`src/rtl/sram_fifo_outstage.sv`:
```
// rtl/sram_fifo_outstage.sv - two-slot output stage (SRAM read register + skid) with pop steering
module sram_fifo_outstage #(
  parameter int WIDTH = 16
) (
  input  logic             clk,
  input  logic             rst_n,
  input  logic             ren,
  input  logic [WIDTH-1:0] sram_rdata,
  input  logic             out_ready,
  output logic [WIDTH-1:0] out_data,
  output logic             out_valid,
  output logic             rd_valid,
  output logic             skid_valid,
  output logic             pop
);

  logic [WIDTH-1:0] skid;
  logic             pop_rd;
  logic             skid_keep;
  logic             skid_load;

  // Head selection and slot steering: skid always holds the older entry.
  always_comb begin
    out_valid = skid_valid | rd_valid;
    out_data  = skid_valid ? skid : sram_rdata;
    pop       = out_valid & out_ready;
    pop_rd    = pop & ~skid_valid;
    skid_keep = skid_valid & ~pop;
    // A new read is landing on top of an unconsumed rd entry, so park it in skid.
    skid_load = ~skid_keep & ren & rd_valid & ~pop_rd;
  end

  // Slot occupancy and skid data registers.
  always_ff @(posedge clk or negedge rst_n) begin
    if (!rst_n) begin
      rd_valid   <= 1'b0;
      skid_valid <= 1'b0;
      skid       <= '0;
    end else begin
      rd_valid   <= ren | (rd_valid & ~pop_rd);
      skid_valid <= skid_keep | skid_load;
      if (skid_load) begin
        skid <= sram_rdata;
      end
    end
  end

endmodule

```
`src/rtl/sram_fifo_prefetch.sv`:
```
// rtl/sram_fifo_prefetch.sv - SRAM-backed valid/ready FIFO with read prefetch; SRAM_FIFO_LEVEL_EN adds level port
module sram_fifo_prefetch #(
  parameter int WIDTH  = 16,
  parameter int DEPTH  = 256,
  parameter int W_ADDR = $clog2(DEPTH)
) (
  input  logic             clk,
  input  logic             rst_n,
  input  logic [WIDTH-1:0] in_data,
  input  logic             in_valid,
  output logic             in_ready,
  output logic [WIDTH-1:0] out_data,
  output logic             out_valid,
  input  logic             out_ready
`ifdef SRAM_FIFO_LEVEL_EN
  ,
  output logic [W_ADDR+1:0] level
`endif
);

  localparam logic [W_ADDR:0] FULL_COUNT = (W_ADDR+1)'(DEPTH);

  logic [W_ADDR:0]  wptr;
  logic [W_ADDR:0]  rptr;
  logic [W_ADDR:0]  mem_count;
  logic [WIDTH-1:0] mem [DEPTH];
  logic [WIDTH-1:0] sram_rdata;
  logic             push;
  logic             pop;
  logic             ren;
  logic             rd_valid;
  logic             skid_valid;

  // Occupancy, push acceptance and read issue, all from registered pointers.
  always_comb begin
    mem_count = wptr - rptr;
    in_ready  = (mem_count != FULL_COUNT);
    push      = in_valid & in_ready;
    // Issue only while an output slot will be free after this cycle's pop.
    ren       = (mem_count != '0) & (~(rd_valid & skid_valid) | pop);
  end

  // Write and read pointers, wrapping mod 2*DEPTH.
  always_ff @(posedge clk or negedge rst_n) begin
    if (!rst_n) begin
      wptr <= '0;
      rptr <= '0;
    end else begin
      if (push) begin
        wptr <= wptr + 1'b1;
      end
      if (ren) begin
        rptr <= rptr + 1'b1;
      end
    end
  end

  // 1R1W synchronous memory with a ren-gated registered read port.
  always_ff @(posedge clk) begin
    if (push) begin
      mem[wptr[W_ADDR-1:0]] <= in_data;
    end
    if (ren) begin
      sram_rdata <= mem[rptr[W_ADDR-1:0]];
    end
  end

  sram_fifo_outstage #(
    .WIDTH(WIDTH)
  ) u_outstage (
    .clk        (clk),
    .rst_n      (rst_n),
    .ren        (ren),
    .sram_rdata (sram_rdata),
    .out_ready  (out_ready),
    .out_data   (out_data),
    .out_valid  (out_valid),
    .rd_valid   (rd_valid),
    .skid_valid (skid_valid),
    .pop        (pop)
  );

`ifdef SRAM_FIFO_LEVEL_EN
  // Total occupancy: a read issue only moves an entry, so only push and pop change it.
  always_ff @(posedge clk or negedge rst_n) begin
    if (!rst_n) begin
      level <= '0;
    end else begin
      case ({push, pop})
        2'b10:   level <= level + 1'b1;
        2'b01:   level <= level - 1'b1;
        default: level <= level;
      endcase
    end
  end
`endif

endmodule
```
`config.mk`:
```
export PLATFORM = sky130hd
export DESIGN_NAME = sram_fifo_prefetch
export DESIGN_NICKNAME = d
export VERILOG_FILES = /design/src/rtl/sram_fifo_outstage.sv /design/src/rtl/sram_fifo_prefetch.sv
export SDC_FILE = /design/constraint.sdc
export NUM_CORES = 2
export LEC_CHECK = 0
export BUFFER_PORTS_ARGS = -buffer_cell sky130_fd_sc_hd__buf_2
export CORE_ASPECT_RATIO = 1.75
export CORE_UTILIZATION = 40
export DETAILED_ROUTE_END_ITERATION = 7
export PLACE_DENSITY_LB_ADDON = 0.08
export SLEW_MARGIN = 40
export SYNTH_ARGS = -nofsm -noshare
export SYNTH_HDL_FRONTEND = slang
export SYNTH_SLANG_ARGS = --single-unit
export TNS_END_PERCENT = 50
```
`constraint.sdc`:
```
create_clock -name clk -period 5.9 [get_ports clk]
set_input_delay 0.885 -clock clk [delete_from_list [all_inputs] [get_ports clk]]
set_output_delay 0.885 -clock clk [all_outputs]
set_load 0.01 [all_outputs]
```
==> flow_summary.ini <==
[status]
status = finished, final reports clean

[place]
dp_cells = 12700
io_buffers = 37
hpwl_mm = 343
place_area_sq_um = 172000
gp_congestion = 0.867

[global_routing]
track_usage_pct = 26.9
grt_pass1_vias = 82800
grt_overflow_total = 0
antenna_found_initial = 28
grt_pass1_wl_mm = 738
grt_max_degree = 137

[logic_synthesis]
synth_cells = 7382
yosysTopAreaCellShare_pct = 76.7
async_flop_share_pct = 0.868
synth-seq-cells = 4148
synth_area_sq_um = 161000
synth_ff_type = edfxtp_1
synth.distinct_cells = 76
ys_seq_area_share_pct = 77.3
synth_warnings = 0
synth_top_area_cell = edfxtp_1
syn_avg_cell_area_sq_um = 21.8
synth_area_leaders = edfxtp_1 77%, mux4_2 13%, mux2i_1 2.4%
synth_nets = 7415
synth_edf_count = 4112
yosysMostFrequentCell = edfxtp_1
synth_commonest_cells = 4112 x edfxtp_1, 942 x mux4_2, 380 x mux2i_1

[timing]
post-route-period-util_pct = 81.2
worstMarginPinSlew_ps = 1070
setup_viol = 0
skew_ps = 35.9
drv_slew = 0
period_needed_ps = 4790
grt_setup_unrepaired = no
fin_setup_tns_ps = 0
hold_violations = 0
whs_ps = 126
slew_headroom_pct = 28.5
fmax_mhz = 209

[pwr]
peakVddDrop_mv = 0.337
fin_total_pwr_mw = 88.4
p_clk_share_pct = 28.0
netSwitchingPower_mw = 31.4
power_frac_comb_pct = 34.3
internal-power_mw = 57.0
switching_share_pct = 35.5
seqPwrFrac_pct = 37.7
p_leak_nw = 57.8
p_per_area_nw_per_um2 = 480

[die]
start_util_pct = 40.3
rows = 307
die_area_sq_um = 405000
die_h_um = 841
fp.coreArea_sq_um = 400000
die_x_um = 482
ioPinCount = 38

[final_layout]
fin_nets = 7912
area_growth_pct = 14.5
instances_no_fill = 13400
stdcell_area_sq_um = 184000
drive_above_1_share_pct = 29.8

[setup_path]
cp.arrival_ps = 3910
worst-r2r-setup-slack_ps = 1260
worstPathRequired_ps = 5020
reg2reg_from = rptr[0]$_DFFE_PN0P_
critPathLaunchType = flip-flop
r2r_cells = 9
end_kind = output port
r2r_end = sram_rdata[6]$_DFFE_PP_
critPathKind = flip-flop to output port
critPathMaxFanout = 17

[clocking]
ctsResizeCount = 0
clk_pin_slew_ps = 60
clock_path_buffers = 4
cts_root_buf = clkbuf_16
cts_tree = done
cts_hold_buf = 1
clkLatencyLatePin_ps = 990
post_cts_buffers = 0
cts.sinks = 4148
htreeDepth = 5
cts_buffers = 379

[drt]
firstDrtPassIters = 8
vias = 80800
avgRoutedWirePerCell_um = 40.5
first_iter_violations = 9073
drt-vias-per-instance = 6.01
route.detailed.drc = 0
wirelength_mm = 545
ant_nets = 0

[hold_path]
hold_start = out_ready
holdPathStages = 2
hold_path_class = input pin to flip-flop
min_to = u_outstage.skid_valid$_DFF_PN0_

[run]
cap_violations = 0
per-stage QoR:
stage          utilization, %  setup WS, ps
2_1_floorplan               -           694
3_3_place_gp             42.9           828
3_5_place_dp             43.0          1240
4_1_cts                  46.0          1100
5_1_grt                  46.1          1010
6_report                 46.1          1110
sequential cells by signal, summed over array words and instances, names as in the netlist:
register and count:
mem 4096, sram_rdata 16, u_outstage.skid 16, rptr 9, wptr 9, u_outstage.rd_valid 1, u_outstage.skid_valid 1
kinds of logic (layout without fill, tap and decap cells):
kind of cell               after synthesis  after routing  synth area share [%]
xor gates and xnor gates                22             22                 0.120
muxes                                 1371           1371                  15.9
buffers and inverters                  481           1271                  1.74
DFF                                   4148           4148                  77.3
adders and majority gates               13             13                 0.101
other                                    0             17                     0
AOI/OAI and AO/OA                      674            674                  2.93
and+or+nand+nor                        673            673                  1.92
worst max path at each step:
stage | start | depth (start not counted) | to | slack [ps]
3_3_place_gp | rptr[0]$_DFFE_PN0P_ | 8 | sram_rdata[0]$_DFFE_PP_ | 830
6_report | rptr[1]$_DFFE_PN0P_ | 9 | in_ready | 1110
5_1_grt | rptr[1]$_DFFE_PN0P_ | 9 | in_ready | 1010
3_5_place_dp | rptr[0]$_DFFE_PN0P_ | 9 | sram_rdata[6]$_DFFE_PP_ | 1240
4_1_cts | rptr[1]$_DFFE_PN0P_ | 9 | in_ready | 1100
2_1_floorplan | rptr[1]$_DFFE_PN0P_ | 17 | mem[107][0]$_DFFE_PP_ | 690
metal layers:
metal,part of all wire (%),vias to the layer above,track usage (%)
li1,-,32300,-
met1,37,44900,32.5
met2,52,2850,47.4
met3,5.0,784,3.03
met4,5.7,4,13.3
met5,0.0057,-,0
layout by cell type, fill, tap and decap left out, types with 14 or more instances in the layout:
master and instances:
edfxtp_1 4112, mux4_2 942, buf_4 452, clkbuf_16 392, mux2i_1 373, nor3_2 224, nand2_1 195, a21oi_1 129
a221oi_1 109, o21ai_0 98, clkbuf_1 82, nor2_1 80, clkinv_1 78, buf_12 76, clkinv_2 68, a22oi_1 53
mux2_2 46, o221ai_1 43, o22ai_1 40, bufinv_16 34, a211oi_1 31, dfrtp_1 28, a31oi_1 23, buf_2 22
nand3_1 21, xnor2_1 19, buf_8 19, diode_2 17, nor3_4 17, o211ai_1 16, o21ai_1 15, nor2_4 15
nand4_1 14
critical path, stage by stage, from the launching register on:
cell,delay [ps]
dfrtp_4,810
inv_6,50
ha_1,300
nor2b_1,150
o21a_1,200
or4_1,500
a211oi_2,310
o221ai_2,180
buf_4,210
buf_2,200
final cells by class:
type / count / area (sq um)
antenna: 17 / 42.5
clock buffer: 478 / 10200
clock inverter: 196 / 1800
fill: 33400 / 216000
inverter: 13 / 71.3
multi-input combinational: 2753 / 35600
sequential: 4148 / 124000
tap: 5253 / 6570
timing repair buffer: 584 / 5580
power groups by stage:
stage / registers, mW / logic, mW / clock network (mW)
after CTS: 33.3 / 30.8 / 25.1
after floorplan: 33.6 / 15.9 / 0
final: 33.4 / 30.3 / 24.7
after detailed placement: 34.0 / 30.8 / 0
after global placement: 34.0 / 30.5 / 0
after global routing: 33.4 / 30.9 / 26.1
Power figures use the tool's default switching activity.
